File: config.mk
export PLATFORM = sky130hd
export DESIGN_NAME = tick_counter
export DESIGN_NICKNAME = d
export VERILOG_FILES = /design/src/rtl/tick_counter_pkg.sv /design/src/rtl/edge_tick.sv /design/src/rtl/tick_counter.sv
export SDC_FILE = /design/constraint.sdc
export NUM_CORES = 1
export LEC_CHECK = 0
export ABC_AREA = 1
export ABC_CLOCK_PERIOD_IN_PS = 3100
export CORE_MARGIN = 2
export CORE_UTILIZATION = 30
export CTS_BUF_LIST = sky130_fd_sc_hd__clkbuf_4 sky130_fd_sc_hd__clkbuf_8
export CTS_CLUSTER_SIZE = 25
export DETAILED_ROUTE_END_ITERATION = 7
export GPL_ROUTABILITY_DRIVEN = 0
export PLACE_DENSITY_LB_ADDON = 0.15
export SYNTH_ARGS = -nofsm -noshare
export SYNTH_HDL_FRONTEND = slang
export SYNTH_SLANG_ARGS = --single-unit
File: constraint.sdc
create_clock -name clk -period 3.1 [get_ports clk]
set_input_delay 0.31 -clock clk [delete_from_list [all_inputs] [get_ports clk]]
set_output_delay 0.31 -clock clk [all_outputs]
set_load 0.01 [all_outputs]
File: src/rtl/tick_counter_pkg.sv
// Shared constants and types for the tick_counter slice.
// TICK_COUNTER_SYNC_EN selects a 2-flop input synchronizer; without it div_in is sampled by a single flop.
package tick_counter_pkg;

   localparam int DEF_WIDTH   = 4;
   localparam int DEF_MODULUS = 10;

   typedef enum logic {
      DIR_DOWN = 1'b0,
      DIR_UP   = 1'b1
   } dir_t;

`ifdef TICK_COUNTER_SYNC_EN
   localparam int SYNC_STAGES = 2;
`else
   localparam int SYNC_STAGES = 1;
`endif

endpackage

File: src/rtl/edge_tick.sv
// Samples the divided clock level and emits a one-cycle tick per rising edge.
// TICK_COUNTER_SYNC_EN adds a second synchronizer stage ahead of the sample flop.
module edge_tick
   import tick_counter_pkg::*;
(
   input  logic clk,
   input  logic rst,
   input  logic div_in,
   output logic tick
);

   localparam logic [1:0] ARM_LOAD = 2'(SYNC_STAGES);

   logic       s2;
   logic       d;
   logic       armed;
   logic [1:0] arm_cnt;

`ifdef TICK_COUNTER_SYNC_EN
   logic s1;

   always_ff @(posedge clk) begin
      if (!rst) begin
         s1 <= 1'b0;
         s2 <= 1'b0;
      end else begin
         s1 <= div_in;
         s2 <= s1;
      end
   end
`else
   always_ff @(posedge clk) begin
      if (!rst) begin
         s2 <= 1'b0;
      end else begin
         s2 <= div_in;
      end
   end
`endif

   // armed rises on the same edge that d first catches up with a level already high at release
   always_ff @(posedge clk) begin
      if (!rst) begin
         d       <= 1'b0;
         armed   <= 1'b0;
         arm_cnt <= ARM_LOAD;
      end else begin
         d <= s2;
         if (arm_cnt != 2'd0) begin
            arm_cnt <= arm_cnt - 2'd1;
         end else begin
            armed <= 1'b1;
         end
      end
   end

   assign tick = armed & s2 & ~d;

endmodule

File: src/rtl/tick_counter.sv
// Modulo-MODULUS up/down counter advanced by ticks derived from the divided clock level.
// Input synchronizer depth is set by TICK_COUNTER_SYNC_EN (see edge_tick).
module tick_counter
   import tick_counter_pkg::*;
#(
   parameter int WIDTH   = DEF_WIDTH,
   parameter int MODULUS = DEF_MODULUS
) (
   input  logic             clk,
   input  logic             rst,
   input  logic             div_in,
   input  logic             en,
   input  logic             up,
   input  logic             ld,
   input  logic [WIDTH-1:0] din,
   output logic [WIDTH-1:0] count,
   output logic             tick,
   output logic             tc
);

   localparam logic [WIDTH:0]   MOD_EXT = (WIDTH+1)'(MODULUS);
   localparam logic [WIDTH-1:0] CNT_MAX = WIDTH'(MODULUS - 1);

   logic [WIDTH-1:0] count_nxt;
   logic             tc_nxt;
   dir_t             dir;

   assign dir = dir_t'(up);

   edge_tick u_edge_tick (
      .clk    (clk),
      .rst    (rst),
      .div_in (div_in),
      .tick   (tick)
   );

   // a load swallows any coincident tick
   always_comb begin
      count_nxt = count;
      tc_nxt    = 1'b0;
      if (ld) begin
         count_nxt = ({1'b0, din} < MOD_EXT) ? din : '0;
      end else if (en && tick) begin
         if (dir == DIR_UP) begin
            if (count == CNT_MAX) begin
               count_nxt = '0;
               tc_nxt    = 1'b1;
            end else begin
               count_nxt = count + 1'b1;
            end
         end else begin
            if (count == '0) begin
               count_nxt = CNT_MAX;
               tc_nxt    = 1'b1;
            end else begin
               count_nxt = count - 1'b1;
            end
         end
      end
   end

   always_ff @(posedge clk) begin
      if (!rst) begin
         count <= '0;
         tc    <= 1'b0;
      end else begin
         count <= count_nxt;
         tc    <= tc_nxt;
      end
   end

endmodule

==> metrics.csv, run 1 <==
metric,value,unit
DP Cell Count,127,
post-CTS sizing,0,
Post-synth EDFFs,0,
CTS tree,built,
main combinational cell family by area after synthesis,simple AND/OR/NAND/NOR gates,
row cnt,15,
Final Hold Fails,0,
critical path launch point type,register,
most common cell in the netlist,nand2_1,
Worst Path Buf+Inv,1,
cts bufs inserted,3,
"Seq/Total Area, Yosys",34.3,%
Crit path max-delay family,buffers and inverters,
Starting Density,32.8,%
hold_buf cts,0,
pwr dens,468,nW/µm²
Die X,48.1,µm
count of different cell masters after synthesis,22,
area share of the largest cell type after synthesis,34.3,%
CP peak stage delay,0.60,ns
WS Path Type,register to output port,
xor and xnor area share after synthesis,0,%
Worst Tran Pin Value,0.315,ns
sequential share of power,43.2,%
DRT Pass-1 Iters,4,
ordered cell list for the critical path,clkdlybuf4s50_1,
vias in the first global route,499,
synth warn,0,
CP startpoint,count[0]$_SDFFE_PN0P_,
Core ar.,1780,µm²
Final setup viols,0,
Max Fclk,604,MHz
DR iter-0 viols,6,
top_reg_cell synth,dfxtp_1,
Sw Share,28.8,%
post-route ant nets,0,
combinational share of power,26.5,%
die area,2320,µm²
clock share of power,30.2,%
Ant. Diodes,0,
synthesized area per cell,6.72,µm²
number of top-level pins,16,
WL/cell,9.15,µm
mux cell area share after synthesis,0,%
setup TNS,0,ns
Internal Power,0.000267,W
grt total ovfl,0,
"Slew Viols, Final",0,
overall global routing resource usage,13.3,%
Synth Register Bits,10,
P_sw,0.000108,W
async set-reset flop share out of synthesis,0,%
Syn Std Cell Area,584,µm²
status,completed,
post-synthesis adder-cell area fraction,2.14,%
I/O Buffers,15,
clk_lat worst skew,0.26,ns
number of H-tree levels,1,
via/cell ratio,4.40,
Final nets,118,
Synthesized Nets,98,
Worst-path clk slew,0.06,ns
hpwl dp,941,µm
RR Startpoint,count[1]$_SDFFE_PN0P_,
CP endpoint kind,output port,
Layout area overhead,37.3,%
pin count of the biggest net entering global routing,9,
maxcap violations,0,
total clock sinks,10,
post-synthesis instance total,87,
top cell type by total area after synthesis,dfxtp_1,
crit path max-delay cell type,clkdlybuf4s50_1,
final WL,1200,µm
worst-case headroom to the max-slew limit,78.9,%
Pwr Total,0.000375,W
period utilization,53.4,%
Setup Buffers After CTS,0,
Final min period,1.65,ns
hold path start,u_edge_tick.s2$_SDFF_PN0_,
CTS Root Cell,clkbuf_4,
Worst VDD drop,0.000290,V
Synth Area in Compound Gates,20.3,%
Worst Skew,0.00243,ns
Vias,577,
CP arrival,1.34,ns
Hold/Removal Path Class,register to register,
final std cells w/o fill,131,
clock buffer depth,2,
area share of and/or/nand/nor cells after synthesis,30.0,%
# fillers,192,
crit-path max FO,8,
first-pass GRT wire length,2050,µm
initial antenna violation count,0,
top cells by area in the synthesized netlist,"dfxtp_1 34%, nand2_1 14%, inv_1 7.1%",
WP data required,2.79,ns
Residual DRC,0,
Die H,48.1,µm
total leakage power,0.368,nW
RSZ-0062 raised after global routing,false,
share of layout cells above drive strength 1,14.2,%
most frequent cells after synthesis,"22 x nand2_1, 11 x inv_1, 10 x dfxtp_1",
## path summary, 6_finish.rpt
check                                                end  slack, ns  cells past startpoint
worst max-delay path                            count[0]       1.45                      1
worst max register to register     count[3]$_SDFFE_PN0P_       1.92                      8
worst min-delay path            u_edge_tick.d$_SDFF_PN0_       0.43                      2
worst min register to register  u_edge_tick.d$_SDFF_PN0_       0.43                      2
## final cells by class
class	instances	area, µm²	share of cell area, %
Clock buffer	4	36.3	4.52
Inverter	17	77.6	9.67
Multi-Input combinational cell	60	307	38.2
Sequential cell	10	200	25.0
Tap cell	25	31.3	3.90
Timing Repair Buffer	15	150	18.7
## registers in the layout (all words and copies together), names as in the netlist
register and flops:
tc 1, u_edge_tick.d 1, u_edge_tick.s2 1, u_edge_tick.arm_cnt 2
u_edge_tick.armed 1, count 4
## per-stage QoR
stage	area [µm²]	setup WS, ns	util [%]	hold WS, ns
floorplan	584	2.04	-	0.403
global placement	766	1.55	42.9	0.417
detailed placement	766	1.55	42.9	0.427
CTS	802	1.42	45.0	0.436
global route	802	1.36	45.0	0.448
finish	802	1.45	45.0	0.431
## power groups by stage
| stage | Clock (W) | Sequential, W | Combinational [W] |
|---|---|---|---|
| 2_1_floorplan | 0 | 0.000164 | 0.0000642 |
| 3_3_place_gp | 0 | 0.000165 | 0.0000996 |
| 3_5_place_dp | 0 | 0.000165 | 0.000101 |
| 4_1_cts | 0.000118 | 0.000163 | 0.000101 |
| 5_1_grt | 0.000128 | 0.000166 | 0.000114 |
| 6_report | 0.000113 | 0.000162 | 0.0000996 |
## cell families after synthesis
kind of cell             count (synthesis)
AO/OA/AOI/OAI                           21
adder cells (fa/ha/maj)                  1
buffers and inverters                   17
flip-flops                              10
AND/OR/NAND/NOR                         38
## per-layer routing
metal / track usage (%) / vias up / wire [µm]
met5: 0 / - / 0
met4: 3.24 / 0 / 0
met3: 7.41 / 0 / 83
met2: 22.4 / 14 / 555
met1: 14.5 / 239 / 559
li1: - / 324 / -
## placed cells by master, fill, tap and decap left out
master           netlist  routed
nor2_1                 4       4
o21ai_1                3       3
nor2_4                 1       1
nand2_1               22      22
clkbuf_8               0       1
a21oi_2                1       1
nand3_2                1       1
inv_1                 11      11
clkdlybuf4s50_1        0      15
bufinv_8               1       1
o21ai_0                5       5
nand4_1                2       2
ha_1                   1       1
dfxtp_1               10      10
a211oi_1               1       1
clkinv_1               1       1
nor2_2                 2       2
o211ai_1               2       2
clkbuf_4               0       3
a21oi_1                7       7
inv_2                  4       4
nor3_1                 1       1
a31oi_1                2       2
nand3_1                4       4
nand2_2                1       1
Note: power is estimated with default switching activity, not from simulation.
==> run 2, diff against run 1 <==
--- a/config.mk
+++ b/config.mk
@@ -6,7 +6,7 @@
 export NUM_CORES = 1
 export LEC_CHECK = 0
 export ABC_AREA = 1
-export ABC_CLOCK_PERIOD_IN_PS = 3100
+export ABC_CLOCK_PERIOD_IN_PS = 1600
 export CORE_MARGIN = 2
 export CORE_UTILIZATION = 30
 export CTS_BUF_LIST = sky130_fd_sc_hd__clkbuf_4 sky130_fd_sc_hd__clkbuf_8
==> constraint.sdc (replaced) <==
create_clock -name clk -period 1.6 [get_ports clk]
set_input_delay 0.16 -clock clk [delete_from_list [all_inputs] [get_ports clk]]
set_output_delay 0.16 -clock clk [all_outputs]
set_load 0.01 [all_outputs]
==> run 2 against run 1 <==
Routed wire length increased by 3.2%. Die area is the same. Hold slack worse by 0.015 ns. Design area is 0.94% higher. Largest power group unchanged. Highest routed layer unchanged.
==> metrics.csv, run 2 (synthesis results as in run 1) <==
metric,value,unit,change
status,completed,,unchanged
Worst Path Buf+Inv,1,,unchanged
hold path start,div_in,,was u_edge_tick.s2$_SDFF_PN0_
crit-path max FO,8,,unchanged
Register Area,200,µm²,unchanged
WS Path Type,register to output port,,unchanged
hold_buf cts,0,,unchanged
vias in the first global route,528,,was 499
CTS Root Cell,clkbuf_4,,unchanged
hpwl dp,955,µm,was 941 µm
Layout area overhead,38.5,%,was 37.3%
pwr dens,916,nW/µm²,was 468 nW/µm²
Final setup viols,0,,unchanged
setup TNS,0,ns,unchanged
pin count of the biggest net entering global routing,9,,unchanged
total leakage power,0.372,nW,was 0.368 nW
total clock sinks,10,,unchanged
Residual DRC,0,,unchanged
leading registers by flop count,"count: 4 flops, u_edge_tick.arm_cnt: 2 flops",,unchanged
number of H-tree levels,1,,unchanged
Worst-path clk slew,0.07,ns,was 0.06 ns
share of layout cells above drive strength 1,15.0,%,was 14.2%
post-route ant nets,0,,unchanged
final std cells w/o fill,132,,was 131
RR Startpoint,count[0]$_SDFFE_PN0P_,,was count[1]$_SDFFE_PN0P_
multi-input logic area,307,µm²,unchanged
max reg flops,4,,unchanged
Max Fclk,656,MHz,
die area,2320,µm²,unchanged
Vias,576,,was 577
"Slew Viols, Final",0,,unchanged
CP endpoint kind,output port,,unchanged
crit path max-delay cell type,clkdlybuf4s50_1,,unchanged
Worst Skew,0.00273,ns,was 0.00243 ns
CTS tree,built,,unchanged
# fillers,196,,was 192
Worst Tran Pin Value,0.296,ns,was 0.315 ns
clock buffer depth,2,,unchanged
grt total ovfl,0,,unchanged
DR iter-0 viols,16,,was 6
FF-to-FF path depth,6,,was 8
maxcap violations,0,,unchanged
overall global routing resource usage,13.2,%,was 13.3%
initial antenna violation count,0,,unchanged
post-CTS sizing,0,,unchanged
Core ar.,1780,µm²,unchanged
Ant. Diodes,0,,unchanged
WP data required,1.44,ns,was 2.79 ns
WL/cell,9.37,µm,was 9.15 µm
"Endpoint, Worst Hold",u_edge_tick.s2$_SDFF_PN0_,,was u_edge_tick.d$_SDFF_PN0_
ordered cell list for the critical path,clkdlybuf4s50_1,,unchanged
Setup Buffers After CTS,0,,unchanged
RSZ-0062 raised after global routing,false,,unchanged
CP arrival,1.37,ns,was 1.34 ns
R2R Setup Slk,0.43,ns,was 1.92 ns
Die X,48.1,µm,unchanged
CP peak stage delay,0.60,ns,about the same
Starting Density,32.8,%,unchanged
DRT Pass-1 Iters,4,,unchanged
DP Cell Count,128,,was 127
most frequent cells in the layout,"22 x nand2_1, 15 x clkdlybuf4s50_1, 11 x inv_1",,unchanged
final WL,1240,µm,was 1200 µm
worst-case headroom to the max-slew limit,80.2,%,was 78.9%
Hold/Removal Path Class,input port to register,,was register to register
Final Hold Fails,0,,unchanged
cts bufs inserted,3,,unchanged
reg2reg end,count[1]$_SDFFE_PN0P_,,was count[3]$_SDFFE_PN0P_
worst hold stages,3,,was 2
I/O Buffers,15,,unchanged
first-pass GRT wire length,2120,µm,was 2050 µm
"most common cell after layout, fill and taps aside",nand2_1,,unchanged
Final min period,1.53,ns,
Die H,48.1,µm,unchanged
via/cell ratio,4.36,,was 4.40
row cnt,15,,unchanged
Final nets,119,,was 118
period utilization,95.3,%,
Crit path max-delay family,buffers and inverters,,unchanged
Largest Register,count,,unchanged
critical path launch point type,register,,unchanged
Worst VDD drop,0.000522,V,was 0.000290 V
number of top-level pins,16,,unchanged
clk_lat worst skew,0.27,ns,was 0.26 ns
run 2: cell types whose count changed in the layout (fill, tap and decap cells not counted), sizes merged:
cell / delta
buf: +1
run 2: how the worst max path moves through the flow:
stage / from / endpoint / depth (start not counted)
finish: count[0]$_SDFFE_PN0P_ / count[0] / 1
global route: count[0]$_SDFFE_PN0P_ / count[0] / 1
CTS: count[0]$_SDFFE_PN0P_ / count[0] / 1
detailed placement: up / count[3]$_SDFFE_PN0P_ / 7
global placement: up / count[3]$_SDFFE_PN0P_ / 7
floorplan: count[1]$_SDFFE_PN0P_ / count[3]$_SDFFE_PN0P_ / 8
run 2: metrics by stage:
stage	instance area, µm²	setup slack, ns	utilization (%)	hold WS (ns)	total power, W
2_1_floorplan	584	0.538	-	0.253	0.000441
3_3_place_gp	773	0.247	43.4	0.416	0.000514
3_5_place_dp	773	0.215	43.4	0.422	0.000519
4_1_cts	810	0.0685	45.4	0.413	0.000751
5_1_grt	810	0.0127	45.4	0.443	0.000794
6_report	810	0.0745	45.4	0.417	0.000741
run 2: power breakdown:
group | switching [W] | internal, W | total (W) | leakage, nW
Sequential | 0.0000296 | 0.000285 | 0.000315 | 0.0827
Combinational | 0.0000997 | 0.0000963 | 0.000196 | 0.269
Clock | 0.0000925 | 0.000138 | 0.000231 | 0.0210
run 2: area by class of cell:
class	count	area share, %
multi-input combinational	60	37.9
tap	25	3.86
timing repair buffer	16	19.5
clock buffer	4	4.48
sequential	10	24.7
inverter	17	9.58
run 2: metal layers:
metal	global-route usage, %	part of all wire [%]	wire length [µm]	vias up
met2	20.8	45	553	14
met3	6.30	5.3	66	0
met4	3.24	0	0	0
met1	16.4	50	617	238
met5	0	0	0	-
li1	-	-	-	324
==> run 3, diff against run 2 <==
--- a/config.mk
+++ b/config.mk
@@ -6,11 +6,10 @@
 export NUM_CORES = 1
 export LEC_CHECK = 0
 export ABC_AREA = 1
-export ABC_CLOCK_PERIOD_IN_PS = 1600
+export ABC_CLOCK_PERIOD_IN_PS = 1400
 export CORE_MARGIN = 2
 export CORE_UTILIZATION = 30
 export CTS_BUF_LIST = sky130_fd_sc_hd__clkbuf_4 sky130_fd_sc_hd__clkbuf_8
-export CTS_CLUSTER_SIZE = 25
 export DETAILED_ROUTE_END_ITERATION = 7
 export GPL_ROUTABILITY_DRIVEN = 0
 export PLACE_DENSITY_LB_ADDON = 0.15
==> constraint.sdc (replaced) <==
create_clock -name clk -period 1.4 [get_ports clk]
set_input_delay 0.14 -clock clk [delete_from_list [all_inputs] [get_ports clk]]
set_output_delay 0.14 -clock clk [all_outputs]
set_load 0.01 [all_outputs]
==> run 3 against run 2 <==
First-iteration DRC count decreased by 13%. Core utilization increased by 0.77 points. Critical path depth unchanged. Register-to-register slack got worse by 0.15 ns. Design area increased by 1.7%. Combinational power increased by 15%. Critical path type unchanged.
==> metrics.csv, run 3 (synthesis results as in run 1) <==
metric,value,unit,change
clock buffer depth,2,,unchanged
Final nets,120,,was 119
CTS tree,built,,unchanged
Setup Buffers After CTS,0,,unchanged
die area,2320,µm²,unchanged
worst hold stages,3,,unchanged
Hold/Removal Path Class,input port to register,,unchanged
WHS,0.397,ns,was 0.417 ns
RR Startpoint,count[1]$_SDFFE_PN0P_,,was count[0]$_SDFFE_PN0P_
status,completed,,unchanged
Pwr Total,0.000847,W,was 0.000741 W
Internal Power,0.000595,W,was 0.000520 W
number of top-level pins,16,,unchanged
crit path max-delay cell type,clkdlybuf4s50_1,,unchanged
setup TNS,0,ns,unchanged
DR iter-0 viols,14,,was 16
overall global routing resource usage,12.5,%,was 13.2%
Worst-path clk slew,0.07,ns,about the same
first-pass GRT wire length,2030,µm,was 2120 µm
grt total ovfl,0,,unchanged
post-CTS sizing,4,,was 0
worst-case headroom to the max-slew limit,80.2,%,about the same
leading registers by flop count,"count: 4 flops, u_edge_tick.arm_cnt: 2 flops",,unchanged
"Endpoint, Worst Hold",u_edge_tick.s2$_SDFF_PN0_,,unchanged
"most common cell after layout, fill and taps aside",nand2_1,,unchanged
Largest Register,count,,unchanged
CP startpoint,count[1]$_SDFFE_PN0P_,,was count[0]$_SDFFE_PN0P_
DRT Pass-1 Iters,4,,unchanged
Sw Share,29.7,%,was 29.9%
final WL,1200,µm,was 1240 µm
clk_lat worst skew,0.26,ns,was 0.27 ns
WP data required,1.26,ns,was 1.44 ns
Final Hold Fails,0,,unchanged
Ant. Diodes,0,,unchanged
Setup WS post-layout,0.0468,ns,was 0.0745 ns
Layout area overhead,40.9,%,was 38.5%
via/cell ratio,4.61,,was 4.36
share of layout cells above drive strength 1,19.4,%,was 15.0%
Vias,613,,was 576
Worst Path Buf+Inv,1,,unchanged
period utilization,96.7,%,
number of H-tree levels,1,,unchanged
P_sw,0.000252,W,was 0.000222 W
Die X,48.1,µm,unchanged
I/O Buffers,15,,unchanged
Starting Density,32.8,%,unchanged
total leakage power,0.398,nW,was 0.372 nW
critical path launch point type,register,,unchanged
maxcap violations,0,,unchanged
Max Fclk,739,MHz,
Worst Tran Pin Value,0.296,ns,about the same
Core ar.,1780,µm²,unchanged
clock share of power,31.0,%,was 31.1%
vias in the first global route,511,,was 528
sequential share of power,42.5,%,was 42.4%
most frequent cells in the layout,"22 x nand2_1, 13 x clkdlybuf4s50_1, 11 x inv_1",,"was 22 x nand2_1, 15 x clkdlybuf4s50_1, 11 x inv_1"
CP arrival,1.21,ns,was 1.37 ns
R2R Setup Slk,0.28,ns,was 0.43 ns
Crit path max-delay family,buffers and inverters,,unchanged
hold path start,div_in,,unchanged
hpwl dp,945,µm,was 955 µm
ordered cell list for the critical path,clkdlybuf4s50_1,,unchanged
initial antenna violation count,0,,unchanged
cts bufs inserted,3,,unchanged
CP peak stage delay,0.55,ns,was 0.60 ns
total clock sinks,10,,unchanged
reg2reg end,count[1]$_SDFFE_PN0P_,,unchanged
max reg flops,4,,unchanged
Worst Skew,0.000276,ns,was 0.00273 ns
crit-path max FO,7,,was 8
row cnt,15,,unchanged
Worst VDD drop,0.000665,V,was 0.000522 V
Place WS,0.133,ns,was 0.215 ns
WS Path Type,register to output port,,unchanged
pin count of the biggest net entering global routing,9,,unchanged
Die H,48.1,µm,unchanged
RSZ-0062 raised after global routing,false,,unchanged
hold_buf cts,0,,unchanged
WL/cell,9.05,µm,was 9.37 µm
CP endpoint kind,output port,,unchanged
post-route ant nets,0,,unchanged
"Slew Viols, Final",0,,unchanged
Final setup viols,0,,unchanged
Final min period,1.35,ns,
FF-to-FF path depth,5,,was 6
combinational share of power,26.5,%,was 26.4%
pwr dens,1030,nW/µm²,was 916 nW/µm²
Residual DRC,0,,unchanged
CTS Root Cell,clkbuf_4,,unchanged
[run 3: final cells by class]
class | instances | area, µm²
Sequential cell | 10 | 205
Inverter | 17 | 77.6
Clock buffer | 4 | 36.3
Timing Repair Buffer | 17 | 166
Tap cell | 25 | 31.3
Multi-Input combinational cell | 60 | 307
Fill cell | 186 | 960
[run 3: power by group through the flow]
stage	Clock, W	Combinational [W]	Sequential, W
floorplan	0	0.000142	0.000362
global placement	0	0.000224	0.000365
detailed placement	0	0.000227	0.000366
CTS	0.000269	0.000227	0.000360
global route	0.000277	0.000258	0.000366
finish	0.000263	0.000225	0.000360
[run 3: stage by stage]
stage | utilization (%) | cells | instance area (µm²)
3_3_place_gp | 43.8 | 129 | 781
3_5_place_dp | 43.8 | 129 | 781
4_1_cts | 46.0 | 133 | 820
6_report | 46.2 | 133 | 823
5_1_grt | 46.2 | 133 | 823
2_1_floorplan | - | 87 | 584
[run 3: worst max path at each step]
stage / slack [ns] / to / depth (start not counted)
after floorplan: 0.34 / count[3]$_SDFFE_PN0P_ / 8
after global placement: 0.15 / count[2]$_SDFFE_PN0P_ / 6
after detailed placement: 0.13 / count[3]$_SDFFE_PN0P_ / 7
after CTS: 0.008 / count[0] / 1
after global routing: 0.01 / count[1] / 1
final: 0.05 / count[1] / 1
[run 3: layer usage]
metal | vias up | GRT usage [%] | routed length (µm)
met5 | - | 0 | 0
li1 | 325 | - | -
met2 | 19 | 19.7 | 536
met1 | 267 | 16.0 | 570
met4 | 0 | 1.62 | 8
met3 | 2 | 5.93 | 88
